`src/rtl/cpu_mc_pkg.sv`:
```
// ============================================================================
// Module      : cpu_mc_pkg
// Description : Shared types and encodings for the multi-cycle RV32I-subset core
// Revision    : 1.0 - initial release
// ============================================================================
`default_nettype none

package cpu_mc_pkg;

    typedef enum logic [2:0] {
        S_FETCH   = 3'd0,
        S_DECODE  = 3'd1,
        S_EXECUTE = 3'd2,
        S_MEM     = 3'd3,
        S_WB      = 3'd4,
        S_HALT    = 3'd5
    } state_e;

    typedef enum logic {
        ALU_ADD = 1'b0,
        ALU_SUB = 1'b1
    } alu_op_e;

    typedef enum logic [1:0] {
        IMM_I = 2'd0,
        IMM_S = 2'd1,
        IMM_B = 2'd2
    } imm_fmt_e;

    localparam logic [6:0] C_OPC_OP     = 7'b0110011;
    localparam logic [6:0] C_OPC_OP_IMM = 7'b0010011;
    localparam logic [6:0] C_OPC_LOAD   = 7'b0000011;
    localparam logic [6:0] C_OPC_STORE  = 7'b0100011;
    localparam logic [6:0] C_OPC_BRANCH = 7'b1100011;

    localparam logic [2:0] C_F3_ADD = 3'b000;
    localparam logic [2:0] C_F3_LW  = 3'b010;
    localparam logic [2:0] C_F3_SW  = 3'b010;
    localparam logic [2:0] C_F3_BEQ = 3'b000;
    localparam logic [2:0] C_F3_BNE = 3'b001;

    localparam logic [6:0] C_F7_ADD = 7'b0000000;
    localparam logic [6:0] C_F7_SUB = 7'b0100000;

    // 32-bit sign-extended immediate; callers widen it to the datapath width
    function automatic logic [31:0] imm32(input imm_fmt_e fmt, input logic [31:0] ir);
        logic [31:0] v;
        case (fmt)
            IMM_S:   v = {{20{ir[31]}}, ir[31:25], ir[11:7]};
            IMM_B:   v = {{19{ir[31]}}, ir[31], ir[7], ir[30:25], ir[11:8], 1'b0};
            default: v = {{20{ir[31]}}, ir[31:20]};
        endcase
        return v;
    endfunction

endpackage

`default_nettype wire

```
`src/rtl/mc_regfile.sv`:
```
// ============================================================================
// Module      : mc_regfile
// Description : 32-entry register file, two async reads, one sync write, x0=0
// Revision    : 1.0 - initial release
// ============================================================================
`default_nettype none

module mc_regfile #(
    parameter int DATA_WIDTH = 32
) (
    input  logic                  clk,
    input  logic                  rst,
    input  logic [4:0]            rs1_addr,
    input  logic [4:0]            rs2_addr,
    output logic [DATA_WIDTH-1:0] rs1_data,
    output logic [DATA_WIDTH-1:0] rs2_data,
    input  logic                  we,
    input  logic [4:0]            rd_addr,
    input  logic [DATA_WIDTH-1:0] rd_data,
    output logic [DATA_WIDTH-1:0] a0
);

    logic [DATA_WIDTH-1:0] r_regs [32];

    always_ff @(posedge clk) begin
        if (rst) begin
            for (int i = 0; i < 32; i++) begin
                r_regs[i] <= '0;
            end
        end else if (we && (rd_addr != 5'd0)) begin
            r_regs[rd_addr] <= rd_data;
        end
    end

    assign rs1_data = (rs1_addr == 5'd0) ? '0 : r_regs[rs1_addr];
    assign rs2_data = (rs2_addr == 5'd0) ? '0 : r_regs[rs2_addr];
    assign a0       = r_regs[10];

endmodule

`default_nettype wire

```
`src/rtl/cpu_multicycle.sv`:
```
// ============================================================================
// Module      : cpu_multicycle
// Description : Multi-cycle RV32I-subset core with shared ALU and memory port
// Revision    : 1.0 - initial release
// ============================================================================
`default_nettype none

module cpu_multicycle
    import cpu_mc_pkg::*;
#(
    parameter int                    DATA_WIDTH = 32,
    parameter logic [DATA_WIDTH-1:0] RESET_PC   = '0,
    parameter int                    CNT_WIDTH  = 32
) (
    input  logic                  clk,
    input  logic                  rst,
    output logic                  mem_req,
    output logic                  mem_we,
    output logic [DATA_WIDTH-1:0] mem_addr,
    output logic [DATA_WIDTH-1:0] mem_wdata,
    input  logic [DATA_WIDTH-1:0] mem_rdata,
    input  logic                  mem_valid,
    output logic [DATA_WIDTH-1:0] a0,
    output logic                  halted,
    output logic [CNT_WIDTH-1:0]  retired
);

    state_e                r_state, w_state_nxt;
    logic [DATA_WIDTH-1:0] r_pc, w_pc_nxt;
    logic [31:0]           r_ir, w_ir_nxt;
    logic [DATA_WIDTH-1:0] r_a, w_a_nxt;
    logic [DATA_WIDTH-1:0] r_b, w_b_nxt;
    logic [DATA_WIDTH-1:0] r_imm, w_imm_nxt;
    logic [DATA_WIDTH-1:0] r_res, w_res_nxt;
    logic                  r_mem_req, w_req_nxt;
    logic                  r_mem_we, w_we_nxt;
    logic [DATA_WIDTH-1:0] r_mem_addr, w_addr_nxt;
    logic [DATA_WIDTH-1:0] r_mem_wdata, w_wdata_nxt;
    logic                  r_halted, w_halt_nxt;
    logic [CNT_WIDTH-1:0]  r_retired;
    logic                  w_retire;

    logic [6:0]            w_opc;
    logic [2:0]            w_f3;
    logic [6:0]            w_f7;
    logic                  w_legal;
    imm_fmt_e              w_fmt;
    alu_op_e               w_alu_op;
    logic [DATA_WIDTH-1:0] w_alu_b, w_alu_y;
    logic [DATA_WIDTH-1:0] w_pc4, w_target, w_br_pc;
    logic                  w_taken;
    logic [DATA_WIDTH-1:0] w_rs1_data, w_rs2_data;

    assign w_opc = r_ir[6:0];
    assign w_f3  = r_ir[14:12];
    assign w_f7  = r_ir[31:25];

    mc_regfile #(.DATA_WIDTH(DATA_WIDTH)) u_regfile (
        .clk      (clk),
        .rst      (rst),
        .rs1_addr (r_ir[19:15]),
        .rs2_addr (r_ir[24:20]),
        .rs1_data (w_rs1_data),
        .rs2_data (w_rs2_data),
        .we       (r_state == S_WB),
        .rd_addr  (r_ir[11:7]),
        .rd_data  (r_res),
        .a0       (a0)
    );

    always_comb begin
        w_legal = 1'b0;
        w_fmt   = IMM_I;
        case (w_opc)
            C_OPC_OP:     w_legal = (w_f3 == C_F3_ADD) && ((w_f7 == C_F7_ADD) || (w_f7 == C_F7_SUB));
            C_OPC_OP_IMM: w_legal = (w_f3 == C_F3_ADD);
            C_OPC_LOAD:   w_legal = (w_f3 == C_F3_LW);
            C_OPC_STORE: begin
                w_legal = (w_f3 == C_F3_SW);
                w_fmt   = IMM_S;
            end
            C_OPC_BRANCH: begin
                w_legal = (w_f3 == C_F3_BEQ) || (w_f3 == C_F3_BNE);
                w_fmt   = IMM_B;
            end
            default:      w_legal = 1'b0;
        endcase
    end

    // One ALU serves R-type, ADDI and load/store address generation
    assign w_alu_op = ((w_opc == C_OPC_OP) && (w_f7 == C_F7_SUB)) ? ALU_SUB : ALU_ADD;
    assign w_alu_b  = (w_opc == C_OPC_OP) ? r_b : r_imm;
    assign w_alu_y  = (w_alu_op == ALU_SUB) ? (r_a - w_alu_b) : (r_a + w_alu_b);

    assign w_pc4    = r_pc + DATA_WIDTH'(4);
    assign w_target = r_pc + r_imm;
    assign w_taken  = (w_f3 == C_F3_BEQ) ? (r_a == r_b) : (r_a != r_b);
    assign w_br_pc  = w_taken ? w_target : w_pc4;

    always_comb begin
        w_state_nxt = r_state;
        w_pc_nxt    = r_pc;
        w_ir_nxt    = r_ir;
        w_a_nxt     = r_a;
        w_b_nxt     = r_b;
        w_imm_nxt   = r_imm;
        w_res_nxt   = r_res;
        w_req_nxt   = r_mem_req;
        w_we_nxt    = r_mem_we;
        w_addr_nxt  = r_mem_addr;
        w_wdata_nxt = r_mem_wdata;
        w_halt_nxt  = r_halted;
        w_retire    = 1'b0;
        case (r_state)
            S_FETCH: begin
                // Only the first fetch after reset arrives here with no request pending
                if (!r_mem_req) begin
                    w_req_nxt  = 1'b1;
                    w_we_nxt   = 1'b0;
                    w_addr_nxt = r_pc;
                end else if (mem_valid) begin
                    w_ir_nxt    = mem_rdata[31:0];
                    w_req_nxt   = 1'b0;
                    w_state_nxt = S_DECODE;
                end
            end
            S_DECODE: begin
                w_a_nxt   = w_rs1_data;
                w_b_nxt   = w_rs2_data;
                w_imm_nxt = DATA_WIDTH'(signed'(imm32(w_fmt, r_ir)));
                if (w_legal) begin
                    w_state_nxt = S_EXECUTE;
                end else begin
                    w_state_nxt = S_HALT;
                    w_halt_nxt  = 1'b1;
                end
            end
            S_EXECUTE: begin
                case (w_opc)
                    C_OPC_LOAD, C_OPC_STORE: begin
                        if (w_alu_y[1:0] != 2'b00) begin
                            w_state_nxt = S_HALT;
                            w_halt_nxt  = 1'b1;
                        end else begin
                            w_state_nxt = S_MEM;
                            w_req_nxt   = 1'b1;
                            w_we_nxt    = (w_opc == C_OPC_STORE);
                            w_addr_nxt  = w_alu_y;
                            w_wdata_nxt = (w_opc == C_OPC_STORE) ? r_b : '0;
                        end
                    end
                    C_OPC_BRANCH: begin
                        if (w_taken && (w_target[1:0] != 2'b00)) begin
                            w_state_nxt = S_HALT;
                            w_halt_nxt  = 1'b1;
                        end else begin
                            w_pc_nxt    = w_br_pc;
                            w_retire    = 1'b1;
                            w_state_nxt = S_FETCH;
                            w_req_nxt   = 1'b1;
                            w_we_nxt    = 1'b0;
                            w_addr_nxt  = w_br_pc;
                        end
                    end
                    default: begin
                        w_res_nxt   = w_alu_y;
                        w_state_nxt = S_WB;
                    end
                endcase
            end
            S_MEM: begin
                if (r_mem_req && mem_valid) begin
                    w_req_nxt = 1'b0;
                    w_we_nxt  = 1'b0;
                    if (r_mem_we) begin
                        w_pc_nxt    = w_pc4;
                        w_retire    = 1'b1;
                        w_state_nxt = S_FETCH;
                        w_req_nxt   = 1'b1;
                        w_addr_nxt  = w_pc4;
                    end else begin
                        w_res_nxt   = DATA_WIDTH'(signed'(mem_rdata[31:0]));
                        w_state_nxt = S_WB;
                    end
                end
            end
            S_WB: begin
                w_pc_nxt    = w_pc4;
                w_retire    = 1'b1;
                w_state_nxt = S_FETCH;
                w_req_nxt   = 1'b1;
                w_we_nxt    = 1'b0;
                w_addr_nxt  = w_pc4;
            end
            default: begin
                w_state_nxt = S_HALT;
                w_req_nxt   = 1'b0;
                w_we_nxt    = 1'b0;
                w_halt_nxt  = 1'b1;
            end
        endcase
    end

    always_ff @(posedge clk) begin
        if (rst) begin
            r_state     <= S_FETCH;
            r_pc        <= RESET_PC;
            r_ir        <= '0;
            r_a         <= '0;
            r_b         <= '0;
            r_imm       <= '0;
            r_res       <= '0;
            r_mem_req   <= 1'b0;
            r_mem_we    <= 1'b0;
            r_mem_addr  <= '0;
            r_mem_wdata <= '0;
            r_halted    <= 1'b0;
            r_retired   <= '0;
        end else begin
            r_state     <= w_state_nxt;
            r_pc        <= w_pc_nxt;
            r_ir        <= w_ir_nxt;
            r_a         <= w_a_nxt;
            r_b         <= w_b_nxt;
            r_imm       <= w_imm_nxt;
            r_res       <= w_res_nxt;
            r_mem_req   <= w_req_nxt;
            r_mem_we    <= w_we_nxt;
            r_mem_addr  <= w_addr_nxt;
            r_mem_wdata <= w_wdata_nxt;
            r_halted    <= w_halt_nxt;
            if (w_retire) begin
                r_retired <= r_retired + CNT_WIDTH'(1);
            end
        end
    end

    assign mem_req   = r_mem_req;
    assign mem_we    = r_mem_we;
    assign mem_addr  = r_mem_addr;
    assign mem_wdata = r_mem_wdata;
    assign halted    = r_halted;
    assign retired   = r_retired;

endmodule

`default_nettype wire

```
`config.mk`:
```
export PLATFORM = sky130hd
export DESIGN_NAME = cpu_multicycle
export DESIGN_NICKNAME = d
export VERILOG_FILES = /design/src/rtl/cpu_mc_pkg.sv /design/src/rtl/mc_regfile.sv /design/src/rtl/cpu_multicycle.sv
export SDC_FILE = /design/constraint.sdc
export NUM_CORES = 2
export LEC_CHECK = 0
export CORE_ASPECT_RATIO = 2
export CORE_UTILIZATION = 63
export DETAILED_ROUTE_END_ITERATION = 10
export PLACE_DENSITY = 0.85
export SLEW_MARGIN = 15
export SYNTH_ARGS = -nofsm -noshare
export SYNTH_HDL_FRONTEND = slang
export SYNTH_HIERARCHICAL = 1
export SYNTH_SLANG_ARGS = --single-unit
```
`constraint.sdc`:
```
create_clock -name clk -period 6.6 [get_ports clk]
set_input_delay 1.32 -clock clk [delete_from_list [all_inputs] [get_ports clk]]
set_output_delay 1.32 -clock clk [all_outputs]
set_load 0.05 [all_outputs]
```
==> out/qor.csv <==
stage,metric,value,unit
outcome,status,"complete, but fails checks",
outcome,violated checks,"capacitance limit, slew limit",
placed_design,DPL Wire Length,178400,um
setup_path,endpoint class of the critical path,flip-flop,
placed_design,pre-CTS setup slack,0.6421,ns
final_layout,Syn-to-layout area delta,8.779,%
floorplan,die area,0.1162,sq mm
synthesis,"area leader, netlist",edfxtp_1,
drt,1st-iter DRT viols,7036,
timing,setup_tns,0,ns
timing,maximum clock rate,161.2,MHz
drt,Vias,56520,
clock_network,H-Tree Depth,3,
drt,post-DR vias/cell,7.427,
setup_path,crit-path max FO,8,
timing,Slew Limit Fails,2,
setup_path,start of the worst register-to-register path,r_ir[5],
pwr,Peak VDD IR,226.6,uV
timing,Worst slew margin,-4.063,%
setup_path,crit path launch,r_ir[5],
clock_network,post_cts resized,0,
floorplan,site row count,175,
global_route,vias in the first global route,56980,
drt,drt drc,0,
timing,min Tclk post-route,6.205,ns
floorplan,Core ar.,0.1136,sq mm
setup_path,Setup CP Type,flip-flop to flip-flop,
synthesis,sequential fraction of the synthesis area,50.13,%
synthesis,"Top FF cell, synth",edfxtp_1,
synthesis,share of the synthesized area in the top cell type,42.52,%
setup_path,Critical Path RT,7.29,ns
timing,Slew @ Worst Pin,1.522,ns
timing,final period utilization,94.01,%
min_path,Hold Crit Start,mem_wdata[16],
synthesis,#FFs+latches synth,1299,
timing,final count of hold timing violations,0,
clock_network,# Post-CTS Setup Buffers,0,
synthesis,Area contributors post-synth,"edfxtp_1 43%, mux4_2 12%, and2_1 8.8%, dfxtp_1 7.6%, mux2i_1 4.2%",
floorplan,Starting Density,63.64,%
timing,setup ws final,0.3954,ns
clock_network,CTS Buf Count,109,
clock_network,Worst-Skew Late Latency,0.78,ns
synthesis,"Avg Cell Area, Syn",11.86,sq um
timing,final-report setup violation count,0,
synthesis,number of synthesized flops with an enable pin,1024,
timing,Clock Skew,0.02469,ns
floorplan,I/O Pins,166,
pwr,Power Dens Cells,247.3,mW/mm^2
drt,DR WL/cell,34.49,um
run,maxcap violations,2,
synthesis,Netlist cell types,93,
synthesis,Synth async-reset ratio,0,%
setup_path,CP arrival,6.89,ns
floorplan,Die H,481.1,um
global_route,pin count of the biggest net entering global routing,113,
clock_network,clk sinks,1299,
clock_network,hold_buf cts,0,
final_layout,nets@finish,6099,
synthesis,Mapped Area,0.07232,sq mm
min_path,Min-Delay Path Class,flip-flop to flip-flop,
pwr,Leak,0.02717,uW
synthesis,post-synthesis cell count,6098,
drt,routed wire length,262400,um
setup_path,CP startpoint kind,flip-flop,
drt,Initial DRT Pass Iterations,9,
global_route,initial antenna violation count,22,
global_route,GRT Total Usage,44.91,%
clock_network,"Clk pin slew, worst setup/hold paths",0.07,ns
clock_network,CTS Root Cell,clkbuf_16,
global_route,first-pass GRT wire length,374800,um
clock_network,CTS tree,yes,
synthesis,Synth warnings,6,
drt,Final ANT Viol Nets,0,
global_route,Overflow after GRT,0,
placed_design,Post-Place Cells,7384,
placed_design,routability cong.,1.084,
final_layout,fin cells,7610,
placed_design,IO Port Bufs,165,
clock_network,CTS max path bufs,3,
timing,RSZ-0062 raised after global routing,no,
floorplan,Die X,241.6,um
final_layout,layout cells sized above 1,14.63,%
[cells in the mapped netlist (all sizes together) (23+ instances only)]
cell type and count:
a2111oi 28, a211oi 80, a21o 44, a21oi 346, a22o 51, a22oi 92
a311oi 23, a31oi 39, and2 1020, and3 33, buf 155, clkbuf 418
dfxtp 275, edfxtp 1024, ha 68, inv 36, mux2 30, mux2i 301
mux4 392, nand2 437, nand3 86, nand4 28, nor2 227, nor2b 52
nor3 87, nor4 48, o211ai 25, o21ai 133, o221ai 30, o22ai 48
or2 41, or3 26, xnor2 91, xor2 90
[flip-flops by register name, summed over array words and instances (netlist names)]
signal / count
mem_addr: 32
u_regfile/r_regs: 1024
r_ir: 32
mem_wdata: 32
r_a: 32
r_res: 32
r_imm: 13
r_state: 3
mem_we: 1
r_pc: 32
retired: 32
mem_req: 1
r_b: 32
halted: 1
[power by group]
group / leakage, uW / internal (uW) / switching (uW)
combinational: 0.0126 / 1150 / 2180
sequential: 0.0128 / 9080 / 257
clock: 0.00178 / 3640 / 3140
[cell families (layout without fill, tap and decap cells)]
kind of cell / count (synthesis) / after routing / share of synthesized area [%]
buffers and inverters: 610 / 571 / 3.708
multiplexers: 723 / 723 / 16.84
other: 1 / 48 / 0.005185
flip-flops: 1299 / 1299 / 50.13
AO/OA/AOI/OAI: 1052 / 1052 / 9.542
XOR/XNOR: 182 / 182 / 2.225
adder cells (fa/ha/maj): 70 / 70 / 1.232
AND/OR/NAND/NOR: 2161 / 2161 / 16.32
[path summary, 6_finish.rpt]
kind                   endpoint  slack (ns)  depth (start not counted)
hold reg to reg   mem_wdata[16]        0.45                          2
setup / recovery      r_res[31]        0.40                         21
setup reg to reg      r_res[31]        0.40                         21
hold / removal    mem_wdata[16]        0.45                          2
[area by class of cell]
type / instances / area, sq um
antenna: 16 / 40.04
fill: 7649 / 34970
clock inverter: 71 / 740.7
sequential: 1299 / 36290
timing repair buffer: 327 / 2990
multi-input combinational: 4220 / 33680
inverter: 37 / 138.9
tap: 1504 / 1882
clock buffer: 136 / 2903
[cell usage in the layout (no fill, tap or decap), types with 45 or more instances in the layout]
cell type	n
a211oi_1	80
a21oi_1	345
a22o_1	51
a22oi_1	92
and2_1	1017
buf_4	151
clkbuf_16	109
clkdlybuf4s50_1	164
dfxtp_1	260
edfxtp_1	1024
ha_1	68
mux2i_1	301
mux4_2	392
nand2_1	434
nand3_1	86
nor2_1	186
nor2b_1	46
nor3_1	85
nor4_1	45
o21ai_0	125
o22ai_1	48
xnor2_1	91
xor2_1	88
[per-stage QoR]
stage	util (%)	area, sq um	hold slack (ns)	power (uW)
6_report	69.22	78670	0.4549	19450
5_1_grt	69.19	78630	0.4814	19820
4_1_cts	69.13	78560	0.4541	19250
3_5_place_dp	65.93	74920	0.4464	12630
3_3_place_gp	65.93	74920	0.4406	12560
2_1_floorplan	-	72430	0.4330	11520
[per-layer routing]
metal | vias up | wire [um] | track usage [%]
met5 | - | 132 | 0
met4 | 18 | 33340 | 48.91
met3 | 1961 | 32480 | 14.70
met2 | 5153 | 125000 | 73.40
met1 | 26910 | 71490 | 42.34
li1 | 22480 | - | -
[critical path: stages (launching register included)]
cell	delay (ns)
dfxtp_1	0.50
nand3b_1	0.32
nor2_2	0.23
mux2i_1	0.21
ha_1	0.28
o21ai_1	0.23
a21oi_1	0.58
o21ai_1	0.37
nor3_1	0.27
nand3b_1	0.14
o221ai_1	0.12
ha_1	0.39
a21oi_1	0.28
o21ai_0	0.21
or2_2	0.32
a2111oi_0	0.38
buf_4	0.21
o31ai_1	0.14
a31oi_1	0.26
xor3_1	0.38
o21a_1	0.18
a21oi_1	0.14
(Power assumes the default switching activity.)
